<file path="config.mk">
export PLATFORM = sky130hd
export DESIGN_NAME = shared_adder_arbiter
export DESIGN_NICKNAME = d
export VERILOG_FILES = /design/src/rtl/shared_adder_arbiter.sv
export SDC_FILE = /design/constraint.sdc
export NUM_CORES = 1
export LEC_CHECK = 0
export CORE_MARGIN = 2
export CORE_UTILIZATION = 30
export DETAILED_ROUTE_END_ITERATION = 7
export GPL_ROUTABILITY_DRIVEN = 0
export PLACE_DENSITY = 0.69
export SLEW_MARGIN = 25
export SYNTH_ARGS = -nofsm -noshare
export SYNTH_HDL_FRONTEND = slang
export SYNTH_SLANG_ARGS = --single-unit
</file>
<file path="constraint.sdc">
create_clock -name clk -period 1.6 [get_ports clk]
set_input_delay 0.16 -clock clk [delete_from_list [all_inputs] [get_ports clk]]
set_output_delay 0.16 -clock clk [all_outputs]
set_load 0.01 [all_outputs]
</file>
<file path="src/rtl/shared_adder_arbiter.sv">
// shared_adder_arbiter
//   Round-robin arbiter that shares one W-bit adder among four requesters.
//   The winner's operands are latched in IDLE, summed in CALC, and the tagged
//   result is held in HOLD until the consumer takes it.
//
// Ports
//   clk        sole clock, rising edge
//   reset      synchronous, active-high
//   req        per-requester request, bit i = requester i
//   a0..a3     operand A of requester i
//   b0..b3     operand B of requester i
//   gnt        registered one-hot grant, one-cycle pulse on acceptance
//   out_valid  result register holds an undelivered sum
//   out_sum    (a_w + b_w) mod 2^W
//   out_id     index of the requester that produced out_sum
//   out_ready  consumer accepts the result when high with out_valid

module shared_adder_arbiter #(
    parameter int msb = 3,
    parameter int lsb = 0
) (
    input  logic             clk,
    input  logic             reset,
    input  logic [3:0]       req,
    input  logic [msb:lsb]   a0,
    input  logic [msb:lsb]   a1,
    input  logic [msb:lsb]   a2,
    input  logic [msb:lsb]   a3,
    input  logic [msb:lsb]   b0,
    input  logic [msb:lsb]   b1,
    input  logic [msb:lsb]   b2,
    input  logic [msb:lsb]   b3,
    output logic [3:0]       gnt,
    output logic             out_valid,
    output logic [msb:lsb]   out_sum,
    output logic [1:0]       out_id,
    input  logic             out_ready
);

    typedef enum logic [1:0] {StIdle, StCalc, StHold} state_e;

    state_e         state_q, state_d;
    logic [1:0]     last_q;
    logic [1:0]     id_q;
    logic [msb:lsb] opa_q, opb_q;
    logic [msb:lsb] sum_q;
    logic [3:0]     gnt_q, gnt_d;
    logic           valid_q, valid_d;

    logic           accept;
    logic [1:0]     winner;
    logic [msb:lsb] a_sel, b_sel;

    // Search last+1 .. last+4 (mod 4); the first set request wins.
    always_comb begin
        logic       found;
        logic [1:0] idx;
        found  = 1'b0;
        winner = 2'd0;
        idx    = 2'd0;
        for (int k = 1; k <= 4; k++) begin
            idx = last_q + 2'(k);
            if (!found && req[idx]) begin
                found  = 1'b1;
                winner = idx;
            end
        end
    end

    always_comb begin
        a_sel = a0;
        b_sel = b0;
        unique case (winner)
            2'd0: begin a_sel = a0; b_sel = b0; end
            2'd1: begin a_sel = a1; b_sel = b1; end
            2'd2: begin a_sel = a2; b_sel = b2; end
            2'd3: begin a_sel = a3; b_sel = b3; end
            default: ;
        endcase
    end

    assign accept = (state_q == StIdle) && (|req);

    // State register
    always_ff @(posedge clk) begin
        if (reset) begin
            state_q <= StIdle;
        end else begin
            state_q <= state_d;
        end
    end

    // Next-state logic
    always_comb begin
        state_d = state_q;
        unique case (state_q)
            StIdle:  if (|req) state_d = StCalc;
            StCalc:  state_d = StHold;
            StHold:  if (out_ready) state_d = StIdle;
            default: state_d = StIdle;
        endcase
    end

    // Output logic: next values of the registered handshake outputs
    always_comb begin
        gnt_d   = accept ? (4'b0001 << winner) : 4'b0000;
        valid_d = (state_d == StHold);
    end

    // Datapath and output registers
    always_ff @(posedge clk) begin
        if (reset) begin
            last_q  <= 2'd3;
            id_q    <= 2'd0;
            opa_q   <= '0;
            opb_q   <= '0;
            sum_q   <= '0;
            gnt_q   <= 4'b0000;
            valid_q <= 1'b0;
        end else begin
            gnt_q   <= gnt_d;
            valid_q <= valid_d;
            if (accept) begin
                opa_q  <= a_sel;
                opb_q  <= b_sel;
                id_q   <= winner;
                last_q <= winner;
            end
            // The single shared adder; carry out is dropped.
            if (state_q == StCalc) begin
                sum_q <= opa_q + opb_q;
            end
        end
    end

    assign gnt       = gnt_q;
    assign out_valid = valid_q;
    assign out_sum   = sum_q;
    assign out_id    = id_q;

endmodule

</file>
==> results of run 1 <==
[critical path, delay by kind of cell (launching register included)]
family	cells	cell delay, ns
DFF	1	0.37
AOI/OAI and AO/OA	2	0.42
and+or+nand+nor	3	0.69
buffers and inverters	1	0.18
[path summary, 6_finish.rpt]
path | from | endpoint | slack [ns] | cells past startpoint
max | last_q[0] | opa_q[3] | -0.12 | 6
min | opb_q[0] | opb_q[0] | 0.46 | 2
max reg2reg | last_q[0] | opa_q[3] | -0.12 | 6
min reg2reg | opb_q[0] | opb_q[0] | 0.46 | 2
[synthesized netlist by cell type, drive strengths merged]
cell / instances
o211ai: 1
a311oi: 1
a211oi: 4
nor2b: 1
ha: 3
nor2: 17
a211o: 2
nand2b: 3
nor4b: 1
o21bai: 1
dfxtp: 23
nor3: 12
fa: 1
buf: 2
a221oi: 1
nand3: 1
or4: 8
clkbuf: 6
and2: 1
nor4: 2
mux2i: 2
inv: 6
nor3b: 8
a21o: 1
a21oi: 22
o21ai: 12
xnor2: 3
a21boi: 1
nand2: 8
[flip-flops by register name, summed over array words and instances, names as in the netlist]
| name | count |
|---|---|
| last_q | 2 |
| out_id | 2 |
| gnt | 4 |
| state_q | 2 |
| opb_q | 4 |
| out_sum | 4 |
| out_valid | 1 |
| opa_q | 4 |
[area by class of cell]
cell class | count | area [sq um]
fill | 410 | 1940
multi-input combinational | 117 | 773
timing repair buffer | 78 | 721
sequential | 23 | 468
tap | 50 | 62.6
clock buffer | 3 | 41.3
inverter | 6 | 22.5
clock inverter | 1 | 5.00
[timing repair]
| item | in CTS | in global routing |
|---|---|---|
| endpoints found under the hold margin | 0 | 0 |
| pin swaps | 0 | 2 |
| setup endpoints to repair | 15 | 9 |
| resized for setup | 8 | 5 |
| buffers inserted | 0 | 1 |
[through the flow]
step	area, sq um	setup WS, ns	utilization, %
after floorplan	1280	-0.0168	-
after global placement	2020	-0.504	50.1
after detailed placement	2020	-0.540	50.1
after CTS	2070	-0.141	51.5
after global routing	2090	-0.200	52.0
final	2090	-0.120	52.0
[routing by layer]
layer  GRT usage, %  wire (um)  vias up
met5              0          0        -
met4           6.13         53        0
met3           3.41        192        7
met2           27.5       1760       42
met1           22.4       1680      623
li1               -          -      708
[logic make-up (layout without fill, tap and decap cells)]
kind of cell,after synthesis,count (layout),synth area share [%]
DFF,23,23,36.5
xor gates and xnor gates,3,3,2.08
AOI/OAI and AO/OA,46,46,23.8
muxes,2,2,1.59
buffers and inverters,14,88,4.56
and+or+nand+nor,62,62,26.9
adders and majority gates,4,4,4.56
[power by group]
part | leakage [nW] | internal (mW) | switching [mW]
logic | 0.613 | 0.397 | 0.300
registers | 0.190 | 0.646 | 0.0527
clock network | 0.0255 | 0.174 | 0.197
==> reports/qor_table.md, run 1 <==
| Result | This run |
| --- | --- |
| Largest driver fanout on the critical path | 8 |
| Worst setup slack after layout | -0.120 ns |
| Time the worst path needs with I/O delays and setup | 1.72 ns |
| Required @ worst endpoint | 1.81 ns |
| Commonest non-fill, non-tap cells in the layout | sky130_fd_sc_hd__clkdlybuf4s50_1, sky130_fd_sc_hd__buf_4, sky130_fd_sc_hd__a21oi_1 |
| Root buffer cell | sky130_fd_sc_hd__clkbuf_8 |
| Initial Utilization | 31.3% |
| FF+latch count, synth | 23 |
| Std-Cell Core Area | 4030 sq um |
| Static Leakage | 0.829 nW |
| TritonCTS clock tree | yes |
| Class of the tightest hold or removal check | flop to flop |
| Area share of the largest cell type after synthesis | 36.5% |
| Most area-consuming cells after synthesis | sky130_fd_sc_hd__dfxtp_1, sky130_fd_sc_hd__a21oi_1, sky130_fd_sc_hd__nor2_1 |
| Setup Skew | 0.00129 ns |
| Number of detailed-route iterations in the first pass | 4 |
| I/O pin total | 50 |
| Via count of the first global-routing pass | 1266 |
| Data arrival time of the worst path | 1.93 ns |
| Ratio of cells with drive above 1 in the final layout | 19.3% |
| Critical Setup Path Class | flop to flop |
| Cts-stage hold buffer count | 0 |
| Routed vias | 1380 |
| Total of warnings raised by yosys | 0 |
| Bufs on Longest Clock Path | 2 |
| Die outline width | 68.8 um |
| Wire length of the first global-routing pass | 5930 um |
| Pwr dens | 844 nW/um^2 |
| Mapped Avg Cell Area | 8.19 sq um |
| Critical Path End Type | flop |
| Number of antenna violations at the first check in global routing | 0 |
| Worst Hold Margin | 0.460 ns |
| Detailed placer's ending HPWL | 2990 um |
| Via count normalized by instance count | 4.96 |
| Final TNS setup | -0.848 ns |
| CP max stage delay | 0.48 ns |
| Fmax achieved | 581 MHz |
| Floorplan row count | 23 |
| DIE HEIGHT | 68.8 um |
| GRT overflow | 0 |
| Pin count of the biggest net entering global routing | 14 |
| Unique masters post-synth | 32 |
| Worst slew margin | 66.9% |
| Tightest Pin Transition | 0.496 ns |
| CTS clock-pin slew for the worst setup and hold paths | 0.08 ns |
| Final WL | 3690 um |
| Diode insertion count for antenna repair | 0 |
| Final count of pins violating max slew | 0 |
| Run status | finished, violations left |
| Max H-tree Level | 1 |
| Clk sinks | 23 |
| Count of buffers inserted at the top-level ports | 49 |
| Net count after synthesis | 197 |
| Detailed router's first-iteration violation count | 28 |
| Area Growth Syn to Fin | 66.0% |
| Number of clock buffers inserted by TritonCTS | 3 |
| Placed cells | 273 |
| Max Cap Viol | 0 |
| RSZ-0062 raised after global routing | true |
| Final routed DRC violation total | 0 |
| PnR Total Power | 1.77 mW |
| Launching element type of the critical path | flop |
| Max rail drop VDD | 0.438 mV |
| Area enclosed by the die boundary | 4740 sq um |
| Cell type of the slowest stage on the worst timing path | sky130_fd_sc_hd__or4_1 |
| Area of the mapped netlist | 1260 sq um |
| GRT Resource Usage Total | 17.0% |
| Count of endpoints failing setup in the final report | 8 |
| Count of endpoints failing hold in the final timing report | 0 |
| Violations in the final reports | negative setup slack |
| Antenna Nets Post-Route | 0 |
| Most common library cell in the layout ignoring fill and taps | sky130_fd_sc_hd__clkdlybuf4s50_1 |
| Cell count after synthesis | 154 |
| Source-to-sink clock delay at the later pin of the worst-skew pair | 0.27 ns |
| Register area share after synthesis | 36.5% |
| Filler-free cell count of the finished design | 278 |
| Average wire per cell in the routed design | 13.3 um |
| Most area-hungry cell type in the Yosys netlist | sky130_fd_sc_hd__dfxtp_1 |
| Series of cell instances along the critical path | nand2b_4, a311oi_4, buf_6, nor3_1, or4_1, a21oi_1 |
| Period utilization | 108% |
| Count of nets after finishing | 272 |
Power figures use the tool's default switching activity.
==> inputs of run 2 (changes only) <==
- TNS_END_PERCENT: not set -> 50
==> run 2 against run 1 <==
Against the previous run:
- the flow still finishes with violations (negative setup slack)
- first-iteration DRC count is 46% higher
- hold slack better by 0.0090 ns
- sequential cell count is the same
- non-clock buffer count grew 3
- global-route usage about the same
- die area stayed put
- critical path depth rose by 1
- critical path type unchanged
- setup slack worse by 0.076 ns
- combinational power rose by 6.5%
==> reports/qor_table.md, run 2 (same netlist as run 1, synthesis figures left out) <==
| Result | This run |
| --- | --- |
| Bufs on Longest Clock Path | 2 |
| Worst setup slack after layout | -0.196 ns |
| Std-Cell Core Area | 4030 sq um |
| Number of antenna violations at the first check in global routing | 0 |
| Cts-stage hold buffer count | 0 |
| Largest driver fanout on the critical path | 9 |
| Internal portion of total power | 1.25 mW |
| Proportion of power drawn by combinational gates | 41.2% |
| TritonCTS clock tree | yes |
| Detailed placer's ending HPWL | 2860 um |
| Via count normalized by instance count | 4.99 |
| Cell family with most CP delay | simple AND/OR/NAND/NOR gates |
| Run status | finished, violations left |
| Number of buffer and inverter instances along the worst setup path | 3 |
| Max rail drop VDD | 0.461 mV |
| Commonest non-fill, non-tap cells in the layout | sky130_fd_sc_hd__clkdlybuf4s50_1, sky130_fd_sc_hd__buf_4, sky130_fd_sc_hd__dfxtp_1 |
| Series of cell instances along the critical path | buf_6, buf_6, a221oi_4, buf_12, nor3b_1, or4_1, a21oi_1 |
| Max H-tree Level | 1 |
| Final WL | 3700 um |
| CTS clock-pin slew for the worst setup and hold paths | 0.09 ns |
| Static Leakage | 0.851 nW |
| Floorplan row count | 23 |
| Class of the tightest hold or removal check | flop to flop |
| Most common library cell in the layout ignoring fill and taps | sky130_fd_sc_hd__clkdlybuf4s50_1 |
| Fmax achieved | 557 MHz |
| Total cell area at the placement stage | 2000 sq um |
| Max Cap Viol | 0 |
| Count of endpoints failing hold in the final timing report | 0 |
| Clk sinks | 23 |
| Violations in the final reports | negative setup slack |
| Via count of the first global-routing pass | 1243 |
| Root buffer cell | sky130_fd_sc_hd__clkbuf_8 |
| Count of nets after finishing | 275 |
| GRT overflow | 0 |
| Number of clock buffers inserted by TritonCTS | 3 |
| Sequential fraction of design power | 38.3% |
| Busiest layer in global routing | met2 |
| Critical Path End Type | flop |
| Proportion of total power due to net switching | 30.8% |
| Pin count of the biggest net entering global routing | 14 |
| Setup Skew | 0.00725 ns |
| Count of endpoints failing setup in the final report | 8 |
| RSZ-0062 raised after global routing | true |
| Final Util | 52.8% |
| CP max stage delay | 0.53 ns |
| Time the worst path needs with I/O delays and setup | 1.80 ns |
| Worst slew margin | 66.8% |
| DIE HEIGHT | 68.8 um |
| GRT Resource Usage Total | 17.0% |
| Fraction of met1 tracks used by global routing | 22.4% |
| Detailed router's first-iteration violation count | 41 |
| Cell type of the slowest stage on the worst timing path | sky130_fd_sc_hd__or4_1 |
| Routed vias | 1402 |
| Global Route met2 Usage | 27.2% |
| Tightest Pin Transition | 0.498 ns |
| Data arrival time of the worst path | 2.01 ns |
| Final routed DRC violation total | 0 |
| Source-to-sink clock delay at the later pin of the worst-skew pair | 0.27 ns |
| Count of buffers inserted at the top-level ports | 49 |
| PnR Total Power | 1.80 mW |
| Required @ worst endpoint | 1.81 ns |
| Pwr dens | 846 nW/um^2 |
| Worst Hold Margin | 0.469 ns |
| Critical Setup Path Class | flop to flop |
| Initial Utilization | 31.3% |
| Final TNS setup | -1.19 ns |
| Fraction of met3 tracks used by global routing | 4.22% |
| Wire length of the first global-routing pass | 5900 um |
| I/O pin total | 50 |
| Antenna Nets Post-Route | 0 |
| Switching component of the power | 554 uW |
| Average wire per cell in the routed design | 13.2 um |
| Final count of pins violating max slew | 0 |
| Area Growth Syn to Fin | 68.7% |
| Launching element type of the critical path | flop |
| Most frequent cell on the critical path | sky130_fd_sc_hd__buf_6 |
| Clock power share | 20.5% |
| Diode insertion count for antenna repair | 0 |
| Period utilization | 112% |
| Die outline width | 68.8 um |
| Area enclosed by the die boundary | 4740 sq um |
| Ratio of cells with drive above 1 in the final layout | 20.8% |
| Design Area, Final | 2130 sq um |
| Number of detailed-route iterations in the first pass | 4 |
-- run 2: cell count changes in the layout (fill, tap and decap cells not counted), sizes merged --
cell,before,now
buf,29,32
clkdlybuf4s15,1,0
dlygate4sd2,3,4
-- run 2: path summary, 6_finish.rpt --
kind	startpoint	to	slack, ns	cells past startpoint
hold / removal	opa_q[3]	opa_q[3]	0.47	2
setup / recovery	last_q[1]	opa_q[3]	-0.20	7
setup reg to reg	last_q[1]	opa_q[3]	-0.20	7
hold reg to reg	opa_q[3]	opa_q[3]	0.47	2
-- run 2: routing by layer --
layer / vias to the layer above / part of all wire (%)
met3: 4 / 6.6
met4: 0 / 1.3
li1: 710 / -
met1: 637 / 46
met5: - / 0
met2: 51 / 46
-- run 2: worst reg2reg max path: stages, from the launching register on --
cell,delay (ns)
sky130_fd_sc_hd__dfxtp_2,0.34
sky130_fd_sc_hd__buf_6,0.12
sky130_fd_sc_hd__buf_6,0.11
sky130_fd_sc_hd__a221oi_4,0.28
sky130_fd_sc_hd__buf_12,0.16
sky130_fd_sc_hd__nor3b_1,0.05
sky130_fd_sc_hd__or4_1,0.53
sky130_fd_sc_hd__a21oi_1,0.15
-- run 2: timing repair --
| action | 4_1_cts | 5_1_grt |
|---|---|---|
| pin swaps | 13 | 1 |
| gates resized for setup | 11 | 4 |
| cloned | 0 | 0 |
| setup buffers | 3 | 1 |
| setup endpoints to repair | 12 | 8 |
-- run 2: through the flow --
step / setup WS (ns) / instances
floorplan: -0.0168 / 154
global placement: -0.586 / 273
detailed placement: -0.606 / 273
CTS: -0.220 / 280
global route: -0.275 / 281
finish: -0.196 / 281
-- run 2: final cells by class --
cell class | instances | area, sq um
Clock inverter | 1 | 5.00
Tap cell | 50 | 62.6
Multi-Input combinational cell | 117 | 773
Fill cell | 393 | 1900
Timing Repair Buffer | 81 | 761
Sequential cell | 23 | 463
Clock buffer | 3 | 41.3
Inverter | 6 | 22.5
-- run 2: power by group through the flow --
stage	combinational, mW	clock [mW]	sequential (mW)
2_1_floorplan	0.332	0	0.707
3_3_place_gp	0.666	0	0.703
3_5_place_dp	0.672	0	0.703
4_1_cts	0.723	0.386	0.691
5_1_grt	0.804	0.415	0.701
6_report	0.742	0.368	0.689
